## src/rtl/ad_bus_arbiter.sv

```systemverilog
// Round-robin owner of the shared 32-bit ad bus; one tenure per grant,
// always followed by an undriven turnaround gap before the next grant.
module ad_bus_arbiter #(
  parameter int N_REQ       = 4,
  parameter int MAX_HOLD    = 16,
  parameter int TURN_CYCLES = 1
) (
  input  logic                     clk,
  input  logic                     reset_n,
  input  logic [N_REQ-1:0]         req,
  input  logic [N_REQ-1:0]         done,
  output logic [N_REQ-1:0]         gnt,
  output logic [$clog2(N_REQ)-1:0] owner,
  output logic                     busy,
  output logic                     ad_drv_n,
  output logic                     timeout
);

  localparam int IW = $clog2(N_REQ);
  localparam int HW = (MAX_HOLD < 1) ? 1 : $clog2(MAX_HOLD + 1);
  localparam int TW = 3;

  localparam logic [HW-1:0] HOLD_MAX  = HW'(MAX_HOLD);
  localparam logic [TW-1:0] TURN_LAST = TW'(TURN_CYCLES);
  localparam logic [IW-1:0] LAST_IDX  = IW'(N_REQ - 1);
  localparam logic [IW:0]   N_WIDE    = (IW+1)'(N_REQ);

  typedef enum logic [1:0] {
    IDLE,
    GRANT,
    TURN
  } state_t;

  state_t        state_q, state_d;
  logic [IW-1:0] own_q, own_d;
  logic [IW-1:0] ptr_q, ptr_d;
  logic [HW-1:0] hold_q, hold_d;
  logic [TW-1:0] turn_q, turn_d;
  logic          tmo_q, tmo_d;

  logic          any_win;
  logic [IW-1:0] win;
  logic [IW:0]   sum;
  logic          rel;
  logic          expire;

  // Scan upward from the pointer, wrapping at N_REQ.
  always_comb begin
    any_win = 1'b0;
    win     = '0;
    sum     = '0;
    for (int i = 0; i < N_REQ; i++) begin
      sum = {1'b0, ptr_q} + (IW+1)'(i);
      if (sum >= N_WIDE) sum = sum - N_WIDE;
      if (!any_win && req[sum[IW-1:0]]) begin
        any_win = 1'b1;
        win     = sum[IW-1:0];
      end
    end
  end

  assign rel    = done[own_q] | ~req[own_q];
  assign expire = (MAX_HOLD != 0) && (hold_q == HOLD_MAX);

  always_ff @(posedge clk or negedge reset_n) begin
    if (!reset_n) begin
      state_q <= IDLE;
      own_q   <= '0;
      ptr_q   <= '0;
      hold_q  <= '0;
      turn_q  <= '0;
      tmo_q   <= 1'b0;
    end else begin
      state_q <= state_d;
      own_q   <= own_d;
      ptr_q   <= ptr_d;
      hold_q  <= hold_d;
      turn_q  <= turn_d;
      tmo_q   <= tmo_d;
    end
  end

  always_comb begin
    state_d = state_q;
    own_d   = own_q;
    ptr_d   = ptr_q;
    hold_d  = hold_q;
    turn_d  = turn_q;
    tmo_d   = 1'b0;
    unique case (1'b1)
      (state_q == IDLE): begin
        if (any_win) begin
          state_d = GRANT;
          own_d   = win;
          hold_d  = HW'(1);
        end
      end
      (state_q == GRANT): begin
        if (rel || expire) begin
          state_d = TURN;
          ptr_d   = (own_q == LAST_IDX) ? '0 : own_q + IW'(1);
          turn_d  = TW'(1);
          // A real release wins over a coincident timeout.
          tmo_d   = expire && !rel;
        end else if (MAX_HOLD != 0 && hold_q != HOLD_MAX) begin
          hold_d = hold_q + HW'(1);
        end
      end
      (state_q == TURN): begin
        if (turn_q == TURN_LAST) begin
          state_d = IDLE;
          own_d   = '0;
        end else begin
          turn_d = turn_q + TW'(1);
        end
      end
      default: state_d = IDLE;
    endcase
  end

  always_comb begin
    gnt = '0;
    if (state_q == GRANT) gnt[own_q] = 1'b1;
    ad_drv_n = (state_q != GRANT);
    busy     = (state_q != IDLE);
    owner    = own_q;
    timeout  = tmo_q;
  end

endmodule

```

## config.mk

```make
export PLATFORM = sky130hd
export DESIGN_NAME = ad_bus_arbiter
export DESIGN_NICKNAME = d
export VERILOG_FILES = /design/src/rtl/ad_bus_arbiter.sv
export SDC_FILE = /design/constraint.sdc
export NUM_CORES = 1
export LEC_CHECK = 0
export CORE_ASPECT_RATIO = 0.8
export CORE_MARGIN = 2
export CORE_UTILIZATION = 50
export DETAILED_ROUTE_END_ITERATION = 10
export PLACE_DENSITY = 0.78
export SYNTH_ARGS = -nofsm -noshare
export SYNTH_HDL_FRONTEND = slang
export SYNTH_SLANG_ARGS = --single-unit
```

## constraint.sdc

```tcl
create_clock -name clk -period 2.85 [get_ports clk]
set_input_delay 0.57 -clock clk [delete_from_list [all_inputs] [get_ports clk]]
set_output_delay 0.57 -clock clk [all_outputs]
set_load 0.01 [all_outputs]
```

==> results by stage <==
Outcome:
- The flow ran to the end, and the final reports show no timing, DRC or antenna violations.

Worst setup path:
- The worst setup path is of the reg -> out kind.
- The startpoint type of the worst setup path is a register.
- At the worst endpoint, the arrival time is 1850 ps.
- Traced cell by cell, the critical path runs through nor2b_1 -> and2_1 -> clkdlybuf4s50_1.
- The maximum fanout encountered on the critical timing path is 10.
- Among cell families on the critical path, the largest total delay comes from simple AND/OR/NAND/NOR gates.
- On the worst path, the slowest cell contributes a delay of 530 ps.
- The number of buffers and inverters on the critical path is 1.
- Data on the critical path is required at its endpoint by 2280 ps.
- The capturing element type of the critical path is a primary output.
- The slowest stage of the critical path is the sky130_fd_sc_hd__clkdlybuf4s50_1 cell.

Routing:
- The number of antenna-violating nets in the routed design is 0.
- The highest layer touched by signal routing is met4.
- The first TritonRoute pass finished after 4 iterations.
- Dividing the detail-routed via count by the number of cells gives 5.445.
- The detailed route wirelength on metal2 is 795 µm.
- The overall via count from detail_route is 795.
- The routed metal-1 wire length is 875 µm.
- In this run, the number of DRC markers left after iteration 0 of detailed routing was 11.
- For this run, design rule violations remaining after detail routing come to 0.
- The wire length on met3 is 93 µm.
- The aggregate routed wire length is 1787 µm.
- After detailed routing, the average wire length per cell comes to 12.24 µm.

Die:
- After floorplanning, the core was divided into 14 placement rows.
- In this run the horizontal extent of the chip is 52.76 µm.
- 19 I/O pins were placed.
- The die is 43.01 µm tall.
- The floorplan step defined a die boundary enclosing 2269 µm².
- The placeable core region is 1839 µm².
- The initial utilization of the core area, before any placement, comes to 51.70%.

Timing:
- The pin slew with the least headroom to its limit is 659.4 ps.
- On the final layout, the worst clock skew is 0.6246 ps.
- The worst setup slack after layout is 425.1 ps.
- The number of failing hold endpoints at the final stage is 0.
- The max-slew violation total from the final report is 0.
- Setup violations remaining at the end of the flow were counted as 0.
- Setup repair after global routing left no endpoint under its margin.
- In this run the tightest slew margin relative to its limit is 55.90%.
- Setup total negative slack on the finished layout was measured at 0 ps.
- Static timing analysis puts the maximum clock frequency at 0.4124 GHz.
- In the finished design, the share of the clock period the worst path needs comes to 85.08%.
- The routed design could run at a clock period as short as 2425 ps.

Clock tree:
- The number of gates resized after CTS was 0.
- The number of hold buffers added after CTS was 0.
- TritonCTS built the clock tree.
- The post-CTS setup buffer count is 0.
- After clock tree synthesis, the clock-pin slew on the worst setup and hold paths is 90 ps.
- The clock reaches the later pin of the worst-skew pair after 280 ps.
- The TritonCTS sink count is 15.
- The number of buffers inserted during clock tree synthesis is 3.
- The root buffer cell chosen for the clock tree is sky130_fd_sc_hd__clkbuf_4.
- CTS built an H-tree with a depth of 1.
- The deepest clock path buffer count is 2.

Synth:
- The Yosys step of the flow raised 0 warnings.
- The total nets after synthesis is 118.
- The sequential element share of the synthesized area is 39.47%.
- The cell area after synthesis is 950.9 µm².
- The largest area contributor in the synthesized netlist is sky130_fd_sc_hd__dfrtp_1.
- In this run, synthesis inferred 0 flip-flops with an integrated enable.
- The post-synthesis average cell area is 9.509 µm².
- After synthesis, the netlist uses 29 different library cells.
- By area the synthesized netlist is led by sky130_fd_sc_hd__dfrtp_1 39%, sky130_fd_sc_hd__ha_1 11%, sky130_fd_sc_hd__inv_1 4.7%.
- The number of register bits inferred by synthesis is 15.
- The cell count after synthesis is 100.
- Summed over its instances, the top area cell type makes up 39.47% of the synthesized netlist area.
- For this run, the leading register cell type out of synthesis is sky130_fd_sc_hd__dfrtp_1.
- The proportion of register bits with asynchronous set or reset after synthesis is 100.0%.

Placed design:
- The congestion estimate from routability-driven global placement came to 0.8312.
- The worst setup timing slack at the placement stage is 262.2 ps.
- After legalization and detailed placement, the total HPWL measured 1466 µm.
- Buffers placed on the I/O ports in this run total 18.

Final layout:
- The area growth from synthesis to final layout is 25.39%.
- At the end of the flow, the number of nets in the layout was 141.
- The ratio of cells with drive above 1 in the final layout is 7.377%.
- After filler insertion, the fill cell instance count of the layout stands at 155.
- The repair_antennas step left the layout with diodes totalling 0.

Global route:
- The first global-routing pass estimated 2994 µm of wire.
- The initial antenna violation count was 0.
- The combined global-route utilization of all metal layers is 18.18%.
- Entering global routing, the biggest net connects 16 pins.
- The via count of the first global-routing pass is 726.
- The aggregate global routing overflow is 0.

Power and ir drop:
- The power density of the placed cells is 758.8 nW/µm².
- The part of the total power dissipated in the clock network is 13.4%.
- Of the total power, the share spent switching nets is 39.19%.
- The static power due to leakage is 0.5250 nW.
- The switching power is 0.3546 mW.
- The internal power of the cells totals 0.5502 mW.
- Combinational cells account for 51.1% of the total power.
- The sequential group share of total power is 35.5%.
- The maximum VDD drop is 0.5463 mV.

Job:
- The max-cap violation count is 0.

Min path:
- The tightest min-delay check is of the reg -> reg type.
-- cells by family after synthesis --
family	share of synthesized area, %
and+or+nand+nor	21.97
AOI/OAI and AO/OA	12.76
DFF	39.47
buffers and inverters	5.131
muxes	10.13
adders and majority gates	10.53
-- flip-flops by register name (all words and copies together) (netlist names) --
| signal | count |
|---|---|
| ptr_q | 2 |
| state_q | 2 |
| owner | 2 |
| turn_q | 3 |
| hold_q | 5 |
| timeout | 1 |
-- final cells by class --
cell class,count,area (µm²),share of cell area (%)
clock inverter,1,5.005,0.4197
sequential,15,375.4,31.48
timing repair buffer,19,187.7,15.74
inverter,12,45.04,3.778
tap,24,30.03,2.518
clock buffer,3,22.52,1.889
multi-input combinational,72,526.8,44.18
-- Yosys cell counts (2+ instances only) --
| master | number |
|---|---|
| sky130_fd_sc_hd__dfrtp_1 | 15 |
| sky130_fd_sc_hd__inv_1 | 12 |
| sky130_fd_sc_hd__ha_1 | 8 |
| sky130_fd_sc_hd__nand2_1 | 8 |
| sky130_fd_sc_hd__and2_1 | 5 |
| sky130_fd_sc_hd__nand2b_1 | 5 |
| sky130_fd_sc_hd__nand3_1 | 5 |
| sky130_fd_sc_hd__nor2_1 | 5 |
| sky130_fd_sc_hd__o21ai_0 | 5 |
| sky130_fd_sc_hd__a21oi_1 | 4 |
| sky130_fd_sc_hd__mux2i_1 | 4 |
| sky130_fd_sc_hd__mux2_2 | 2 |
| sky130_fd_sc_hd__nand3b_1 | 2 |
| sky130_fd_sc_hd__nor2b_1 | 2 |
| sky130_fd_sc_hd__nor3_1 | 2 |
| sky130_fd_sc_hd__o21a_1 | 2 |
| sky130_fd_sc_hd__o22ai_1 | 2 |
-- path summary, 6_finish.rpt --
path	end	slack, ps	cells after the start	startpoint
max	gnt[1]	430	3	state_q[1]$_DFFE_PN0P_
min	hold_q[3]$_DFFE_PN0P_	550	1	hold_q[3]$_DFFE_PN0P_
max reg2reg	hold_q[0]$_DFFE_PN0P_	900	4	owner[1]$_DFFE_PN0P_
min reg2reg	hold_q[3]$_DFFE_PN0P_	550	1	hold_q[3]$_DFFE_PN0P_
max in group asynchronous	owner[1]$_DFFE_PN0P_	1750	1	reset_n
min in group asynchronous	hold_q[2]$_DFFE_PN0P_	680	1	reset_n
-- through the flow --
step	power, mW	util, %	hold WS [ps]	cells	area, µm²
2_1_floorplan	0.5959	-	274.4	100	950.9
3_3_place_gp	0.7770	63.33	513.3	142	1165
3_5_place_dp	0.7897	63.33	528.7	142	1165
4_1_cts	0.9128	64.83	544.5	146	1192
5_1_grt	0.9796	64.83	572.3	146	1192
6_report	0.9048	64.83	551.0	146	1192
-- power by group through the flow --
| stage | clock (mW) | combinational (mW) | sequential (mW) |
|---|---|---|---|
| CTS | 0.126 | 0.467 | 0.320 |
| global route | 0.138 | 0.512 | 0.330 |
| finish | 0.121 | 0.463 | 0.321 |
| detailed placement | 0 | 0.466 | 0.324 |
| global placement | 0 | 0.454 | 0.323 |
| floorplan | 0 | 0.277 | 0.319 |
-- cell usage in the layout (no fill, tap or decap), drive strengths merged --
cell and count:
a21boi 1, a21oi 4, a2bb2oi 1, and2 5, buf 1, clkbuf 3
clkdlybuf4s50 18, clkinv 1, dfrtp 15, ha 8, inv 12, mux2 3
mux2i 4, mux4 1, nand2 8, nand2b 5, nand3 5, nand3b 2
nand4bb 1, nor2 5, nor2b 2, nor3 2, nor4bb 1, o21a 2
o21ai 5, o221ai 1, o22ai 2, o31ai 1, o41ai 1, or3 1
or4 1
-- layer usage --
layer  track usage, %  vias up
met4            4.615        0
met5                0        -
li1                 -      387
met1            22.75      373
met3            6.338        4
met2            29.75       31
Power figures use the tool's default switching activity.
